[config.mk]
export PLATFORM = sky130hd
export DESIGN_NAME = pipeline_hazard_ctrl
export DESIGN_NICKNAME = d
export VERILOG_FILES = /design/src/rtl/pipeline_hazard_ctrl.sv
export SDC_FILE = /design/constraint.sdc
export NUM_CORES = 1
export LEC_CHECK = 0
export CAP_MARGIN = 20
export CORE_UTILIZATION = 45
export CTS_BUF_LIST = sky130_fd_sc_hd__clkbuf_8 sky130_fd_sc_hd__clkbuf_16
export DETAILED_ROUTE_END_ITERATION = 8
export PLACE_DENSITY_LB_ADDON = 0.2
export SLEW_MARGIN = 10
export SYNTH_ARGS = -nofsm -noshare
export SYNTH_HDL_FRONTEND = slang
export SYNTH_SLANG_ARGS = --single-unit
[constraint.sdc]
create_clock -name clk -period 2.1 [get_ports clk]
set_input_delay 0.525 -clock clk [delete_from_list [all_inputs] [get_ports clk]]
set_output_delay 0.525 -clock clk [all_outputs]
set_load 0.005 [all_outputs]
[src/rtl/pipeline_hazard_ctrl.sv]
// Stall/flush sequencer for the 5-stage pipeline: load-use bubbles, mispredict
// redirects, data-memory waits with timeout halt, and saturating perf counters.
module pipeline_hazard_ctrl #(
    parameter int unsigned MEM_TIMEOUT = 16,
    parameter int unsigned CNT_W       = 32
) (
    input  logic             clk,
    input  logic             rst,
    input  logic             MemRead_EX,
    input  logic [4:0]       rd_EX,
    input  logic [4:0]       rs1_ID,
    input  logic [4:0]       rs2_ID,
    input  logic             uses_rs1_ID,
    input  logic             uses_rs2_ID,
    input  logic             mispredict_EX,
    input  logic             dmem_req_MEM,
    input  logic             dmem_ready,
    output logic             stall_IF,
    output logic             stall_ID,
    output logic             stall_EX,
    output logic             stall_MEM,
    output logic             flush_ID,
    output logic             flush_EX,
    output logic             flush_WB,
    output logic             redirect_valid,
    output logic             halted,
    output logic [CNT_W-1:0] stall_cnt,
    output logic [CNT_W-1:0] flush_cnt
);

    typedef enum logic [1:0] {
        RUN,
        MEM_WAIT,
        HALT
    } state_t;

    localparam logic [7:0] WAIT_LAST = 8'(MEM_TIMEOUT - 1);

    state_t     state, state_nxt;
    logic [7:0] wcnt, wcnt_nxt;
    logic       memwait;
    logic       loaduse;
    logic       full_stall;
    logic       run_eval;

    always_comb begin
        memwait = dmem_req_MEM & ~dmem_ready;
        loaduse = MemRead_EX & (rd_EX != 5'd0) &
                  ((uses_rs1_ID & (rs1_ID == rd_EX)) |
                   (uses_rs2_ID & (rs2_ID == rd_EX)));
    end

    always_comb begin
        state_nxt      = state;
        wcnt_nxt       = wcnt;
        full_stall     = 1'b0;
        run_eval       = 1'b0;
        stall_IF       = 1'b0;
        stall_ID       = 1'b0;
        stall_EX       = 1'b0;
        stall_MEM      = 1'b0;
        flush_ID       = 1'b0;
        flush_EX       = 1'b0;
        flush_WB       = 1'b0;
        redirect_valid = 1'b0;

        case (state)
            RUN: begin
                if (memwait) begin
                    full_stall = 1'b1;
                    state_nxt  = MEM_WAIT;
                    wcnt_nxt   = 8'd1;
                end else begin
                    run_eval = 1'b1;
                end
            end
            MEM_WAIT: begin
                // Release cycle: EX is no longer held, so its hazards apply now.
                if (dmem_ready) begin
                    run_eval  = 1'b1;
                    state_nxt = RUN;
                    wcnt_nxt  = 8'd0;
                end else if (wcnt == WAIT_LAST) begin
                    full_stall = 1'b1;
                    state_nxt  = HALT;
                end else begin
                    full_stall = 1'b1;
                    wcnt_nxt   = wcnt + 8'd1;
                end
            end
            HALT:    full_stall = 1'b1;
            default: state_nxt = RUN;
        endcase

        if (full_stall) begin
            stall_IF  = 1'b1;
            stall_ID  = 1'b1;
            stall_EX  = 1'b1;
            stall_MEM = 1'b1;
            flush_WB  = 1'b1;
        end else if (run_eval) begin
            if (mispredict_EX) begin
                redirect_valid = 1'b1;
                flush_ID       = 1'b1;
                flush_EX       = 1'b1;
            end else if (loaduse) begin
                stall_IF = 1'b1;
                stall_ID = 1'b1;
                flush_EX = 1'b1;
            end
        end

        if (rst) begin
            stall_IF       = 1'b0;
            stall_ID       = 1'b0;
            stall_EX       = 1'b0;
            stall_MEM      = 1'b0;
            flush_ID       = 1'b0;
            flush_EX       = 1'b0;
            flush_WB       = 1'b0;
            redirect_valid = 1'b0;
        end
    end

    always_ff @(posedge clk) begin
        if (rst) begin
            state     <= RUN;
            wcnt      <= 8'd0;
            stall_cnt <= '0;
            flush_cnt <= '0;
            halted    <= 1'b0;
        end else begin
            state <= state_nxt;
            wcnt  <= wcnt_nxt;
            if (stall_IF && (stall_cnt != '1))
                stall_cnt <= stall_cnt + CNT_W'(1);
            if (redirect_valid && (flush_cnt != '1))
                flush_cnt <= flush_cnt + CNT_W'(1);
            if (state_nxt == HALT)
                halted <= 1'b1;
        end
    end

endmodule

# After elaboration in Yosys (flattened, before gate mapping)
# Cells that the tools add are included.
[op_classes] add_sub_neg=3 eq_ne=10 muxes=29 n_bitwise=7 reduce_logical=6
[op_table] operator="adder 32 x 1 -> 32 bit (second input constant)" count=2
[op_table] operator="!= test 32 bit (second input constant)" count=2
[op_table] operator="2-to-1 mux 8 bit" count=3
[op_table] operator="2-to-1 mux 1 bit" count=19
[op_table] operator="case mux 8 bit (2 select lines)" count=1
[op_table] operator="== test 5 bit" count=2
[op_table] operator="adder 8 x 1 -> 8 bit (second input constant)" count=1
[op_table] operator="== test 8 x 4 -> 1 bit (second input constant)" count=1
[op_table] operator="2-to-1 mux 2 bit" count=3
[op_table] operator="case mux 2 bit (3 select lines)" count=1
[op_table] operator="bitwise AND 1 bit" count=5
[op_table] operator="nonzero test 5 bit" count=1
[op_table] operator="== test 2 bit (second input constant)" count=2
[op_table] operator="!= test 3 bit (second input constant)" count=1
[op_table] operator="case mux 1 bit (3 select lines)" count=1
[op_table] operator="AND reduction 3 bit" count=1
[op_table] operator="== test 2 x 1 -> 1 bit (second input constant)" count=1
[op_table] operator="logical AND 1 bit" count=2
[op_table] operator="logical NOT 2 bit" count=1
[op_table] operator="!= test 2 bit (second input constant)" count=1
[op_table] operator="case mux 1 bit (2 select lines)" count=1
[op_table] operator="nonzero test 2 bit" count=1
[op_table] operator="NOT 1 bit" count=1
[op_table] operator="bitwise OR 1 bit" count=1
[totals] ff_bits=75 in_bits=23 out_inout_bits=73 elab_cells=60

# Depth between registers and ports, before layout
# Gate-level depths: netlist (run 1).
[depth] depth_word=10 ltp_mapped=9

# Worst setup path after synthesis (run 1)
# OpenSTA, ideal clock, no wires.
[synth_path] path_type="register to register" from="register stall_cnt[0]" to="register stall_cnt[18]" arrival_ns=2.062 required_time_ns=1.979 slack_ns=-0.083 stages_incl_launch_ff=9 n_path_buf=1 period_less_slack_ns=2.183 cell_sequence="dfxtp_1 > ha_1 > and3_1 > nand4_1 > or4_1 > o211ai_2 > buf_6 > nor4_1 > mux2_4"
[synth_between] elab_chain_cells=2 elab_cells_between_ends=3
[synth_lines] element="start: declaration" line_no="27" rtl="output logic [CNT_W-1:0] stall_cnt,"
[synth_lines] element="start signal: assignment" line_no="136" rtl="stall_cnt <= stall_cnt + CNT_W'(1);"
[synth_lines] element="branches (longest 2 deep; another with adder 32 x 1 -> 32 bit)"
# Several ways; the timed one is not identified.
# A chain may end at the register's enable or synchronous reset.

# Worst setup path in the final report (run 1)
[layout_path] from="input rd_EX[1]" to="output flush_EX"
[layout_between] elab_chain_cells=9 elab_cells_between_ends=13
[layout_lines] element="start: declaration" line_no="10" rtl="input logic [4:0] rd_EX,"
[layout_lines] element="== test 5 bit (on tied branches)" line_no="49, 50"
[layout_lines] element="bitwise AND 1 bit (on tied branches)" line_no="49, 50"
[layout_lines] element="bitwise OR 1 bit" line_no="49" rtl="((uses_rs1_ID & (rs1_ID == rd_EX)) |"
[layout_lines] element="bitwise AND 1 bit (*)" line_no="48" rtl="loaduse = MemRead_EX & (rd_EX != 5'd0) &"
[layout_lines] element="2-to-1 mux 1 bit (*)" line_no="106" rtl="end else if (loaduse) begin"
[layout_lines] element="2-to-1 mux 1 bit (*)" line_no="102" rtl="if (mispredict_EX) begin"
[layout_lines] element="2-to-1 mux 1 bit (*)" line_no="101" rtl="end else if (run_eval) begin"
[layout_lines] element="2-to-1 mux 1 bit (*)" line_no="95" rtl="if (full_stall) begin"
[layout_lines] element="2-to-1 mux 1 bit (*)" line_no="113" rtl="if (rst) begin"
[layout_lines] element="end: declaration" line_no="23" rtl="output logic flush_EX,"
# Mark *: on every way between the ends. The rest lies on a longest branch, timed or not.

==> results of run 1 <==
## repair_timing
action / in CTS / in global routing
setup endpoints to repair: 42 / 39
resized for setup: 131 / 27
setup buffers: 15 / 3
gates cloned: 3 / 0
pin swaps: 49 / 23
## where the power goes
group          internal [W]  total [W]  switching (W)
clock network      0.000657    0.00119       0.000529
logic              0.000130   0.000253       0.000122
registers           0.00143    0.00144     0.00000823
## state kept, by name, summed over array words and instances, names as in the netlist
name and cells:
state 2, wcnt 8, flush_cnt 32, stall_cnt 32
halted 1
## tightest hold or removal path, delay by kind of cell, from the launching register on
| kind | cells | cell delay [ps] |
|---|---|---|
| DFF | 1 | 310 |
| buffers and inverters | 1 | 50 |
| AOI/OAI and AO/OA | 1 | 50 |
## stage by stage
| stage | cells | worst slack (ps) | utilization (%) | area [sq um] | TNS, ps |
|---|---|---|---|---|---|
| floorplan | 464 | 5.24 | - | 3940 | 0 |
| global placement | 711 | -829 | 65.3 | 5450 | -27760 |
| detailed placement | 711 | -957 | 65.3 | 5450 | -30540 |
| CTS | 743 | -131 | 71.6 | 5970 | -1740 |
| global route | 745 | -189 | 73.3 | 6110 | -3240 |
| finish | 745 | -160 | 73.3 | 6110 | -1100 |
## area by class of cell
class	count	area share, %
clock inverter	6	1.35
multi-input combinational	354	41.2
tap	105	2.15
sequential	75	24.6
inverter	7	0.430
clock buffer	9	2.03
timing repair buffer	189	28.2
## layout by cell type (no fill, tap or decap), types with 17 or more instances in the layout
cell type        Yosys  final
dfxtp_1             75     71
nor3_1              19     17
nand2_1             30     29
nand3_1             23     22
buf_4                4     74
clkdlybuf4s50_1      0     66
xnor2_1             35     34
nand4_1             21     21
a21oi_1             29     25
nor2_1              46     44
## layer usage
metal	GRT usage, %	up-vias	routed length [um]
li1	-	2057	-
met1	31.3	2072	5080
met2	42.4	128	5520
met3	4.70	15	650
met4	8.96	0	151
met5	0	-	0
## cells by family after synthesis
| logic type | Yosys count | share of synthesized area [%] |
|---|---|---|
| buffers and inverters | 35 | 4.85 |
| and+or+nand+nor | 214 | 30.1 |
| DFF | 75 | 38.3 |
| muxes | 7 | 2.04 |
| adders and majority gates | 3 | 0.958 |
| xor gates and xnor gates | 40 | 8.94 |
| AOI/OAI and AO/OA | 90 | 14.8 |
## final timing paths
check | from | end | slack (ps) | cells after the start
worst max register to register | stall_cnt[1]$_SDFFE_PP0P_ | stall_cnt[1]$_SDFFE_PP0P_ | -60 | 9
worst min-delay path | halted$_SDFFE_PP0N_ | halted$_SDFFE_PP0N_ | 450 | 2
worst min register to register | halted$_SDFFE_PP0N_ | halted$_SDFFE_PP0N_ | 450 | 2
worst max-delay path | rd_EX[1] | flush_EX | -160 | 6
==> metrics.yaml, run 1 <==
vdd_drop_max_uv: 446
worst_slew_pin_slew_ps: 467
p_leak_nw: 2.24
ys_seq_area_share_pct: 38.3
hold_path_class: "register to register"
fillCellCount: 632
path_cells: "buf_8, or4_4, o21a_1, a21oi_2, nor4_2, buf_2"
die_h_um: 95.3
critical_path.startpoint_type: "input pin"
num_rows: 33
setup_viol: 21
ys_types: 54
crit_path_end_kind: "output port"
vias_per_cell: 5.73
power_w: 0.00287
cts-root-buf: "clkbuf_8"
p_per_area_nw_per_um2: 470
path_clk_slew_ps: 70
cp.buffers_inverters: 2
hpwl_mm: 7.50
portBuffers: 95
core_sq_um: 8340
multi_input_area_sq_um: 2520
ioPinCount: 96
fin_crit_sh_pct: 108
ys_ff_latch: 75
regArea_sq_um: 1510
maxCapViolations: 0
syn_inst: 464
dr_total_vias: 4272
start_util_pct: 47.0
syn_to_final_growth_pct: 56.0
arrival_ps: 1730
worst_clock_skew_ps: 13.9
cp_slowest_stage_delay_ps: 540
htreeDepth: 3
track_usage_pct: 24.9
routedWlPerCell_um: 15.3
grt_pass1_wl_mm: 17.9
critPathTopFamily: "simple AND/OR/NAND/NOR gates"
gp_congestion: 0.831
drc: 0
drive_gt1_share_pct: 28.4
cts_made_buffers: 9
critPathSlowestCell: "or4_4"
max_slew_margin_pct: 68.6
final_max_slew_viol_count: 0
netlist.top_cell.by_area: "dfxtp_1"
max_freq_ghz: 0.442
ys_warn_count: 0
postSynthNetCount: 490
firstDrtPassIters: 4
syn_area_per_cell_sq_um: 8.45
clock-sinks: 75
failed_checks: "negative setup slack"
rsz0062_at_grt: "true"
synth_area_sq_um: 3920
nNetsFinal: 662
cts_tree: "built"
insertion_delay_ps: 350
synth_most_common_cell: "dfxtp_1"
finalWirelength_mm: 11.4
ys_top_cells_by_area: "dfxtp_1 (38%), xnor2_1 (7.8%), nor2_1 (4.4%), a21oi_1 (3.7%), nand4_1 (3.4%)"
synth_edf_count: 0
antenna_cells: 0
synth_top_area_share_pct: 38.3
cp.required_ps: 1570
antenna_found_initial: 0
cts_max_path_buffers: 2
ant_nets: 0
hold-worst-slack_ps: 453
grt_max_degree: 37
postCtsHoldBufs: 0
worstSetupPathType: "input pin to output port"
hold_violations: 0
cp_max_fo: 3
async_flop_share_pct: 0
period_needed_ps: 2260
die-area_sq_um: 9090
ys.flop_type: "dfxtp_1"
overflow: 0
die_w_um: 95.3
outcome: "complete, but fails checks"
grt_pass1_vias: 3921
ys_top_cells_by_count: "dfxtp_1 (75), nor2_1 (46), xnor2_1 (35)"
fin_ws_ps: -160
drt-initial-drc-count: 191
(Power assumes the default switching activity.)
==> run 2, diff against run 1 <==
--- a/config.mk
+++ b/config.mk
@@ -7,8 +7,8 @@
 export LEC_CHECK = 0
 export CAP_MARGIN = 20
 export CORE_UTILIZATION = 45
-export CTS_BUF_LIST = sky130_fd_sc_hd__clkbuf_8 sky130_fd_sc_hd__clkbuf_16
 export DETAILED_ROUTE_END_ITERATION = 8
+export GPL_TIMING_DRIVEN = 0
 export PLACE_DENSITY_LB_ADDON = 0.2
 export SLEW_MARGIN = 10
 export SYNTH_ARGS = -nofsm -noshare
==> metrics.yaml, run 2 (synthesis results as in run 1) <==
grt_pass1_vias: 3805  # was 3921
arrival_ps: 1730  # about the same
cp_slowest_stage_delay_ps: 520  # was 540 ps
hold_violations: 0  # unchanged
combPwrFrac_pct: 9.5  # was 8.8%
die_h_um: 95.3  # unchanged
crit_path_end_kind: "output port"  # unchanged
overflow: 0  # unchanged
vdd_drop_max_uv: 349  # was 446 uV
p_per_area_nw_per_um2: 465  # was 470 nW/um^2
portBuffers: 94  # was 95
critical_path.startpoint_type: "input pin"  # unchanged
cts_made_buffers: 9  # unchanged
tns_ps: -1470  # was -1100 ps
path_clk_slew_ps: 70  # about the same
drive_gt1_share_pct: 27.1  # was 28.4%
rsz0062_at_grt: "true"  # unchanged
track_usage_pct: 25.1  # was 24.9%
hold_path_class: "register to register"  # unchanged
final_cell_mix: "clkdlybuf4s50_1 (66), dfxtp_1 (48), nor2_1 (45)"  # was buf_4 (74), dfxtp_1 (71), clkdlybuf4s50_1 (66)
seqPwrFrac_pct: 53.0  # was 50.0%
fin_crit_sh_pct: 107  # was 108%
drt-initial-drc-count: 216  # was 191
ant_nets: 0  # unchanged
cts_max_path_buffers: 2  # unchanged
path_cells: "buf_8, or4_4, o21a_1, nand2_2, o21ai_2, buf_4, buf_6"  # was buf_8, or4_4, o21a_1, a21oi_2, nor4_2, buf_2
start_util_pct: 47.0  # unchanged
setup_viol: 22  # was 21
worst_slew_pin_slew_ps: 636  # was 467 ps
syn_to_final_growth_pct: 47.5  # was 56.0%
cp.required_ps: 1570  # about the same
htreeDepth: 3  # unchanged
fin_ws_ps: -157  # was -160 ps
cts-root-buf: "clkbuf_8"  # unchanged
ioPinCount: 96  # unchanged
period_needed_ps: 2260  # about the same
nNetsFinal: 630  # was 662
critPathSlowestCell: "or4_4"  # unchanged
p_clk_share_pct: 37.5  # was 41.2%
worstSetupPathType: "input pin to output port"  # unchanged
intPower_w: 0.00204  # was 0.00221 W
routedWlPerCell_um: 16.2  # was 15.3 um
p_sw_share_pct: 24.2  # was 22.9%
p_leak_nw: 2.02  # was 2.24 nW
worst_clock_skew_ps: 8.43  # was 13.9 ps
firstDrtPassIters: 4  # unchanged
finalWirelength_mm: 11.6  # was 11.4 mm
cts_tree: "built"  # unchanged
insertion_delay_ps: 350  # about the same
antenna_cells: 0  # unchanged
num_rows: 33  # unchanged
outcome: "complete, but fails checks"  # unchanged
antenna_found_initial: 0  # unchanged
cp_max_fo: 3  # unchanged
vias_per_cell: 5.84  # was 5.73
max_freq_ghz: 0.443  # was 0.442 GHz
drc: 0  # unchanged
max_slew_margin_pct: 57.6  # was 68.6%
final_common_cell: "clkdlybuf4s50_1"  # was buf_4
postCtsHoldBufs: 0  # unchanged
power_w: 0.00269  # was 0.00287 W
final_max_slew_viol_count: 0  # unchanged
die_w_um: 95.3  # unchanged
core_sq_um: 8340  # unchanged
power_switching_w: 0.000651  # was 0.000659 W
clock-sinks: 75  # unchanged
die-area_sq_um: 9090  # unchanged
grt_pass1_wl_mm: 17.8  # was 17.9 mm
dr_total_vias: 4172  # was 4272
hpwl_mm: 7.41  # was 7.50 mm
maxCapViolations: 0  # unchanged
reg_top3: "flush_cnt: 32 flops, stall_cnt: 32 flops, wcnt: 8 flops"  # unchanged
gp_congestion: 0.862  # was 0.831
failed_checks: "negative setup slack"  # unchanged
grt_max_degree: 12  # was 37
## run 2: layout make-up
class,instances,area (sq um)
Inverter,7,26.3
Fill cell,667,2560
Clock inverter,2,10.0
Tap cell,105,131
Sequential cell,75,1560
Timing Repair Buffer,132,1220
Buffer,25,194
Clock buffer,14,163
Multi-Input combinational cell,354,2480
## run 2: layer usage
layer / GRT usage, % / wire (um)
met3: 6.38 / 886
met2: 42.7 / 5630
met5: 0 / 0
met4: 8.08 / 146
met1: 30.8 / 4890
## run 2: worst max-delay path, delay by kind of cell
family | cells | cell delay (ps)
AO/OA/AOI/OAI | 2 | 280
buffers and inverters | 3 | 330
AND/OR/NAND/NOR | 2 | 590
## run 2: stage by stage
step	utilization (%)	hold WS, ps	setup slack (ps)	std cells	instance area, sq um
2_1_floorplan	-	442	5.24	464	3940
3_3_place_gp	60.1	433	-1040	663	5010
3_5_place_dp	60.1	463	-1080	663	5010
4_1_cts	66.2	474	-188	704	5520
5_1_grt	69.3	483	-199	714	5780
6_report	69.3	468	-157	714	5780
## run 2: power by group through the flow
stage	clock [W]	combinational (W)	sequential [W]
floorplan	0	0.0000996	0.00147
global route	0.00108	0.000276	0.00143
CTS	0.00103	0.000227	0.00143
detailed placement	0	0.000196	0.00147
global placement	0	0.000192	0.00147
finish	0.00101	0.000256	0.00143
## run 2: timing repair
action | in CTS | in global routing
setup buffers | 26 | 9
pin swaps | 33 | 10
setup endpoints to repair | 69 | 58
cloned | 1 | 2
resized for setup | 151 | 39
## run 2: worst paths after layout
kind,startpoint,to,slack (ps),cells after the start
worst min register to register,halted$_SDFFE_PP0N_,halted$_SDFFE_PP0N_,470,2
worst max-delay path,rd_EX[1],stall_IF,-160,7
worst max register to register,state[0]$_SDFF_PP0_,stall_cnt[25]$_SDFFE_PP0P_,-130,10
worst min-delay path,halted$_SDFFE_PP0N_,halted$_SDFFE_PP0N_,470,2
==> run 3, diff against run 2 <==
--- a/config.mk
+++ b/config.mk
@@ -6,9 +6,11 @@
 export NUM_CORES = 1
 export LEC_CHECK = 0
 export CAP_MARGIN = 20
+export CORE_ASPECT_RATIO = 1.2
 export CORE_UTILIZATION = 45
 export DETAILED_ROUTE_END_ITERATION = 8
 export GPL_TIMING_DRIVEN = 0
+export MAX_ROUTING_LAYER = met4
 export PLACE_DENSITY_LB_ADDON = 0.2
 export SLEW_MARGIN = 10
 export SYNTH_ARGS = -nofsm -noshare
==> metrics.yaml, run 3 (synthesis results as in run 1) <==
outcome: "complete, but fails checks"  # unchanged
failed_checks: "negative setup slack"  # unchanged
hpwl_mm: 7.43  # was 7.41 mm
final_common_cell: "clkdlybuf4s50_1"  # unchanged
die_w_um: 87.2  # was 95.3 um
final_cell_mix: "clkdlybuf4s50_1 (66), dfxtp_1 (54), nor2_1 (44)"  # was clkdlybuf4s50_1 (66), dfxtp_1 (48), nor2_1 (45)
use_met2_pct: 40.4  # was 42.7%
setup_viol: 32  # was 22
crit_start: "rd_EX[2]"  # was rd_EX[1]
grt_pass1_wl_mm: 17.5  # was 17.8 mm
grt_max_degree: 12  # unchanged
nNetsFinal: 625  # was 630
postCtsHoldBufs: 0  # unchanged
worst_clock_skew_ps: 14.0  # was 8.43 ps
worstSetupPathType: "input pin to output port"  # unchanged
num_rows: 36  # was 33
p_per_area_nw_per_um2: 447  # was 465 nW/um^2
drive_gt1_share_pct: 25.6  # was 27.1%
critPathTopFamily: "simple AND/OR/NAND/NOR gates"  # unchanged
maxCapViolations: 0  # unchanged
holdPathStages: 2  # unchanged
core_sq_um: 8290  # was 8340 sq um
routedWlPerCell_um: 16.4  # was 16.2 um
crit_path_end_kind: "output port"  # unchanged
final_cells: 715  # was 714
start_util_pct: 47.3  # was 47.0%
fin_crit_sh_pct: 108  # was 107%
max_freq_ghz: 0.439  # was 0.443 GHz
gp_congestion: 0.870  # was 0.862
timing.reg2reg.setup_slack_ps: -60  # was -130 ps
firstDrtPassIters: 4  # unchanged
clock-sinks: 75  # unchanged
drt-initial-drc-count: 166  # was 216
r2r-start: "stall_cnt[15]$_SDFFE_PP0P_"  # was state[0]$_SDFF_PP0_
rr_worst_depth: 8  # was 10
ioPinCount: 96  # unchanged
drc: 0  # unchanged
track_usage_pct: 24.6  # was 25.1%
path_clk_slew_ps: 60  # was 70 ps
use_met1_pct: 29.4  # was 30.8%
power_w: 0.00261  # was 0.00269 W
vias_per_cell: 5.76  # was 5.84
cts_tree: "built"  # unchanged
fin_ws_ps: -178  # was -157 ps
hold_start: "halted$_SDFFE_PP0N_"  # unchanged
period_needed_ps: 2280  # was 2260 ps
placed_cells: 672  # was 663
insertion_delay_ps: 350  # about the same
ant_nets: 0  # unchanged
cts_made_buffers: 9  # unchanged
critical_path.startpoint_type: "input pin"  # unchanged
antenna_cells: 0  # unchanged
cp.required_ps: 1570  # about the same
cp_max_fo: 3  # unchanged
rsz0062_at_grt: "true"  # unchanged
top_usage_layer: "met2"  # unchanged
finalWirelength_mm: 11.7  # was 11.6 mm
critPathSlowestCell: "or4_4"  # unchanged
path_cells: "buf_8, or4_4, o21a_1, nand2_1, o21ai_2, buf_4, buf_6"  # was buf_8, or4_4, o21a_1, nand2_2, o21ai_2, buf_4, buf_6
hold_path_class: "register to register"  # unchanged
fillCellCount: 674  # was 667
p_leak_nw: 2.02  # about the same
vdd_drop_max_uv: 310  # was 349 uV
grt_pass1_vias: 3801  # was 3805
dr_total_vias: 4120  # was 4172
final_max_slew_viol_count: 0  # unchanged
final_core_util_pct: 70.5  # was 69.3%
overflow: 0  # unchanged
antenna_found_initial: 0  # unchanged
worst_slew_pin_slew_ps: 720  # was 636 ps
portBuffers: 94  # unchanged
die_h_um: 104  # was 95.3 um
cp.buffers_inverters: 3  # unchanged
r2r-end: "stall_cnt[1]$_SDFFE_PP0P_"  # was stall_cnt[25]$_SDFFE_PP0P_
use_met3_pct: 5.71  # was 6.38%
htreeDepth: 3  # unchanged
reg_top3: "flush_cnt: 32 flops, stall_cnt: 32 flops, wcnt: 8 flops"  # unchanged
syn_to_final_growth_pct: 49.0  # was 47.5%
die-area_sq_um: 9090  # about the same
max_slew_margin_pct: 52.0  # was 57.6%
hold_violations: 0  # unchanged
cts_max_path_buffers: 2  # unchanged
regArea_sq_um: 1550  # was 1560 sq um
hold_end: "halted$_SDFFE_PP0N_"  # unchanged
cp_slowest_stage_delay_ps: 530  # was 520 ps
cts-root-buf: "clkbuf_8"  # unchanged
multi_input_area_sq_um: 2530  # was 2480 sq um
arrival_ps: 1750  # was 1730 ps
==> run 3: repair_timing <==
action / in CTS / in global routing
buffers inserted: 21 / 8
gates cloned: 0 / 4
endpoints found under the setup margin: 68 / 68
pin swaps: 30 / 27
gates resized for setup: 130 / 60
==> run 3: final cells by class <==
| cell class | instances | share of cell area, % |
|---|---|---|
| Buffer | 25 | 3.21 |
| Clock buffer | 10 | 2.36 |
| Clock inverter | 3 | 0.300 |
| Inverter | 7 | 0.450 |
| Multi-Input combinational cell | 354 | 43.4 |
| Sequential cell | 75 | 26.5 |
| Tap cell | 114 | 2.44 |
| Timing Repair Buffer | 127 | 21.3 |
==> run 3: report_power, final <==
part | internal, W | switching (W) | total (W)
registers | 0.00142 | 0.00000837 | 0.00143
clock network | 0.000437 | 0.000497 | 0.000934
logic | 0.000127 | 0.000124 | 0.000251
total | 0.00198 | 0.000629 | 0.00261
==> run 3: worst max-delay path by stage <==
stage / to / slack, ps / depth (start not counted)
after global placement: stall_IF / -1070 / 8
after detailed placement: stall_IF / -1090 / 8
final: stall_IF / -180 / 7
after global routing: flush_EX / -250 / 8
after floorplan: stall_cnt[27]$_SDFFE_PP0P_ / 5 / 8
after CTS: stall_IF / -200 / 7
==> run 3: worst reg2reg max path, cell delays in order, from the launching register on <==
cell,delay [ps]
dfxtp_4,400
and4_4,260
nand4_4,100
or4_4,560
o211ai_4,180
buf_6,190
buf_8,120
mux2i_1,180
nor2_1,50
==> run 3: through the flow <==
stage / worst slack (ps) / TNS, ps / hold slack (ps) / area (sq um)
2_1_floorplan: 5.24 / 0 / 442 / 3940
3_3_place_gp: -1070 / -40300 / 434 / 5020
3_5_place_dp: -1090 / -42260 / 461 / 5020
4_1_cts: -203 / -458 / 471 / 5470
5_1_grt: -249 / -4070 / 507 / 5840
6_report: -178 / -1170 / 475 / 5840
==> run 3: per-layer routing <==
metal | routed length, um | share of wire [%]
met1 | 4810 | 41
met2 | 5920 | 51
met3 | 744 | 6.4
met4 | 218 | 1.9
met5 | 0 | 0
